$ cat src/rtl/rand_sampler.sv
// ============================================================================
// Module   : rand_sampler
// Brief    : Paces an 8-bit LFSR, captures each new value into a show-ahead
//            FIFO and delivers it over valid/ready with sticky overflow flag.
// Revision : 1.0
// ============================================================================
`default_nettype none

module rand_sampler #(
    parameter int WIDTH      = 8,
    parameter int DEPTH      = 4,
    parameter int SAMPLE_DIV = 10_000_000
) (
    input  logic                       clk,
    input  logic                       rst,
    input  logic                       start,
    input  logic                       stop,
    output logic                       lfsr_en,
    input  logic [WIDTH-1:0]           rand_in,
    output logic [WIDTH-1:0]           out_data,
    output logic                       out_valid,
    input  logic                       out_ready,
    output logic [$clog2(DEPTH+1)-1:0] count,
    output logic                       overflow,
    output logic                       busy
);

    localparam int c_PTR_W = $clog2(DEPTH);
    localparam int c_CNT_W = $clog2(DEPTH + 1);
    localparam int c_DIV_W = (SAMPLE_DIV > 1) ? $clog2(SAMPLE_DIV) : 1;

    localparam logic [c_DIV_W-1:0] c_DIV_LAST = c_DIV_W'(SAMPLE_DIV - 1);
    localparam logic [c_CNT_W-1:0] c_FULL     = c_CNT_W'(DEPTH);
    localparam logic [c_PTR_W-1:0] c_PTR_ONE  = c_PTR_W'(1);
    localparam logic [c_CNT_W-1:0] c_CNT_ONE  = c_CNT_W'(1);

    typedef enum logic [1:0] {
        ST_IDLE   = 2'd0,
        ST_WAIT   = 2'd1,
        ST_SAMPLE = 2'd2
    } state_t;

    state_t             r_state;
    logic [c_DIV_W-1:0] r_div;
    logic [WIDTH-1:0]   r_mem [DEPTH];
    logic [c_PTR_W-1:0] r_wr_ptr;
    logic [c_PTR_W-1:0] r_rd_ptr;
    logic [c_CNT_W-1:0] r_count;
    logic               r_overflow;

    logic w_pop;
    logic w_full;
    logic w_sample;
    logic w_push;

    assign w_pop    = (r_count != '0) && out_ready;
    assign w_full   = (r_count == c_FULL);
    assign w_sample = (r_state == ST_SAMPLE);
    // A pop in the same cycle frees a slot, so a full FIFO still accepts.
    assign w_push   = w_sample && (!w_full || w_pop);

    assign lfsr_en   = (r_state == ST_WAIT) && (r_div == c_DIV_LAST);
    assign busy      = (r_state != ST_IDLE);
    assign out_valid = (r_count != '0);
    assign out_data  = r_mem[r_rd_ptr];
    assign count     = r_count;
    assign overflow  = r_overflow;

    always_ff @(posedge clk or posedge rst) begin
        if (rst) begin
            r_state <= ST_IDLE;
            r_div   <= '0;
        end else begin
            case (r_state)
                ST_IDLE: begin
                    r_div <= '0;
                    if (start && !stop) begin
                        r_state <= ST_WAIT;
                    end
                end
                ST_WAIT: begin
                    if (stop) begin
                        r_state <= ST_IDLE;
                        r_div   <= '0;
                    end else if (r_div == c_DIV_LAST) begin
                        r_state <= ST_SAMPLE;
                        r_div   <= '0;
                    end else begin
                        r_div <= r_div + c_DIV_W'(1);
                    end
                end
                ST_SAMPLE: begin
                    r_div   <= '0;
                    r_state <= stop ? ST_IDLE : ST_WAIT;
                end
                default: begin
                    r_state <= ST_IDLE;
                    r_div   <= '0;
                end
            endcase
        end
    end

    always_ff @(posedge clk or posedge rst) begin
        if (rst) begin
            for (int i = 0; i < DEPTH; i++) begin
                r_mem[i] <= '0;
            end
            r_wr_ptr   <= '0;
            r_rd_ptr   <= '0;
            r_count    <= '0;
            r_overflow <= 1'b0;
        end else begin
            if (w_push) begin
                r_mem[r_wr_ptr] <= rand_in;
                r_wr_ptr        <= r_wr_ptr + c_PTR_ONE;
            end
            if (w_pop) begin
                r_rd_ptr <= r_rd_ptr + c_PTR_ONE;
            end
            case ({w_push, w_pop})
                2'b10:   r_count <= r_count + c_CNT_ONE;
                2'b01:   r_count <= r_count - c_CNT_ONE;
                default: r_count <= r_count;
            endcase
            if (w_sample && w_full && !w_pop) begin
                r_overflow <= 1'b1;
            end
        end
    end

endmodule

`default_nettype wire

$ cat config.mk
export PLATFORM = sky130hd
export DESIGN_NAME = rand_sampler
export DESIGN_NICKNAME = d
export VERILOG_FILES = /design/src/rtl/rand_sampler.sv
export SDC_FILE = /design/constraint.sdc
export NUM_CORES = 1
export LEC_CHECK = 0
export CORE_AREA = 2 2 111 59
export CTS_CLUSTER_SIZE = 20
export DETAILED_ROUTE_END_ITERATION = 8
export DIE_AREA = 0 0 113 61
export MAX_ROUTING_LAYER = met4
export PLACE_DENSITY = 0.78
export SYNTH_ARGS = -nofsm -noshare
export SYNTH_HDL_FRONTEND = slang
export SYNTH_SLANG_ARGS = --single-unit
$ cat constraint.sdc
create_clock -name clk -period 6.86 [get_ports clk]
set_clock_uncertainty 0.2 [all_clocks]
set_input_delay 1.372 -clock clk [delete_from_list [all_inputs] [get_ports clk]]
set_output_delay 1.372 -clock clk [all_outputs]
set_load 0.02 [all_outputs]
==> metrics <==
sequential share of power=42.9%; Switch Pwr=0.2785 mW; worst setup margin=2.640 ns; Placed Cells=around 360; setup TNS=0 ns; Routed WL per cell=approximately 17 um; Critical Path Start Type=flip-flop; Port Buf Inserts=27; Worst Tran Pin Value=0.9639 ns; Clock Latency Late Sink=0.33 ns; Mapped Area=3163 um^2; routability congestion estimate=0.8236; initial antenna violation count=0; global-route wire length before repair=10.70 mm; # hold bufs at CTS=0; sequential area share after synthesis=between 50% and 60%; maximum VDD drop=~97 uV; Comb power frac=15.7%; CTS max path bufs=2; grt total ovfl=0; initial drt markers=roughly 200; Int Power=0.7881 mW; CP arrival=2.65 ns; Min Hold Slack=0.2574 ns; GRT Resource Usage Total=21.65%; Final Hold Viols=0; Num Clock Sinks=66; diode count=0; dpl ws=a little over 3 ns; fin nets=between 300 and 400; clock-pin slew of the registers on the worst-case setup and hold paths=about 0.05 ns; drt pass-1 iters=6; status=complete, but fails checks; # DRC=2; family with the most delay on the worst path=simple AND/OR/NAND/NOR gates; required time of the worst setup path=5.29 ns; LEAKAGE=1.644 nW; fmax=between 200 and 250 MHz; relative slew slack=35.74%; CP max stage delay=0.61 ns; synth warn=0; Area contributors post-synth=dfrtp_1, mux2_2, mux4_2; crit-path max FO=5; period utilisation layout=61.51%; TritonCTS Buffers=9; Post-CTS Setup Bufs=0; part of the power in the clock network=approximately two fifths; Final ANT Viol Nets=0; EDFF count, synth=0; Synth top area share=a little over half; Synth Area per Inst=~12 um^2; vias in the first global route=approximately 2100; post-DR vias/cell=5.724; RSZ-0062 raised after global routing=false; Die ar.=6893 um^2; pin count of the biggest net entering global routing=67; starting density of the core=between 50% and 60%; switching portion of total power=26.11%; Seq cells post-synth=66; Synth cell types=37; max cap viols=0; DR vias=2158; CTS H-tree depth=3; CTS root buf=clkbuf_16; leading area contributor after synthesis=dfrtp_1; Final HPWL DP=4.418 mm; Syn-to-layout area delta=19.94%; post-CTS resize count=0; Post-synth top cells=dfrtp_1, mux2_2, nor2_1; failing checks=DRC; Finished Layout Cells=roughly 380; Final setup viols=0; Setup crit end kind=output port; Chip Width=113 um; height of the die=61 um; CP max stage cell=clkdlybuf4s50_1; share of cells above drive strength 1=between 20% and 30%; Slew Viols, Final=0; Most used DFF post-synth=dfrtp_1; Fill cells=460; Worst R2R Path Depth=5; number of cells on the worst hold path=1; cells after synthesis=~260; count leader, synth=dfrtp_1; Tmin final=4.220 ns; CP Class=reg2out; ys async rst share=100.0%; PD cells=281.1 nW/um^2; crit-path cells=ha_1 > nand3_2 > or2_2 > or3_1 > nor2_1 > clkdlybuf4s50_1; CTS tree=yes; row count=20; Final Util=64.24%; area of the core=5906 um^2; total wire length=6.437 mm; logic depth of the worst path, buffers included=6; Tightest Hold Check Type=reg2reg; Synth Net Count=283; WP buf/inv=1; # IOs=28
-- flip-flops by register name, indices dropped and copies added, names as in the netlist --
register and flops:
r_mem 32, r_div 24, r_wr_ptr 2, r_rd_ptr 2, overflow 1, count 3, r_state 2
-- cell families (layout without fill, tap and decap cells) --
group | count (synthesis) | in the layout | synth area share, %
xor+xnor | 20 | 20 | 5.538
flops | 66 | 66 | 52.22
mux | 40 | 40 | 17.09
compound gates | 26 | 26 | 5.340
simple gates | 87 | 87 | 14.83
fa+ha+maj | 6 | 6 | 2.611
buf+inv | 19 | 55 | 2.373
-- cells in the final DEF (no fill, tap or decap), types with 8 or more instances in the layout --
| cell | n |
|---|---|
| a21oi_1 | 9 |
| clkbuf_16 | 9 |
| clkdlybuf4s50_1 | 27 |
| dfrtp_1 | 66 |
| inv_1 | 11 |
| mux2_2 | 32 |
| mux4_2 | 8 |
| nand2_1 | 15 |
| nor2_1 | 21 |
| o21ai_0 | 8 |
| or3_1 | 9 |
| xnor2_1 | 16 |
-- power by group through the flow --
stage	logic (mW)	registers [mW]	clock network, mW
CTS	0.169	0.458	0.449
floorplan	0.123	0.443	0
detailed placement	0.168	0.465	0
global placement	0.165	0.463	0
finish	0.167	0.457	0.442
global route	0.181	0.464	0.470
-- final timing paths --
path,slack [ns],from,end
hold reg to reg,0.26,overflow$_DFFE_PP0P_,overflow$_DFFE_PP0P_
setup reg to reg,4.31,r_div[0]$_DFF_PP0_,r_state[0]$_DFFE_PP0P_
max in group asynchronous,4.51,rst,r_div[18]$_DFF_PP0_
setup / recovery,2.64,r_div[0]$_DFF_PP0_,lfsr_en
min in group asynchronous,1.40,rst,r_div[21]$_DFF_PP0_
hold / removal,0.26,overflow$_DFFE_PP0P_,overflow$_DFFE_PP0P_
-- stage by stage --
stage               power [mW]  cell area (um^2)
detailed placement      0.6333              3507
global route             1.115              3794
finish                   1.067              3794
global placement        0.6276              3507
floorplan               0.5661              3163
CTS                      1.076              3794
-- metal layers --
metal,track usage [%],vias up,share of wire (%),wire [um]
met5,-,-,0,0
met3,7.193,5,5.0,319
met4,4.704,0,0.71,46
li1,-,1019,-,-
met2,29.43,52,42,2725
met1,31.43,1082,52,3344
-- cell type report --
| type | instances | area, um^2 | area share, % |
|---|---|---|---|
| Sequential cell | 66 | 1652 | 43.54 |
| Multi-Input combinational cell | 179 | 1436 | 37.86 |
| Timing Repair Buffer | 28 | 277.8 | 7.322 |
| Clock buffer | 12 | 246.5 | 6.497 |
| Tap cell | 77 | 96.34 | 2.540 |
| Inverter | 12 | 45.04 | 1.187 |
| Clock inverter | 3 | 40.04 | 1.055 |
Note: power is estimated with default switching activity, not from simulation.
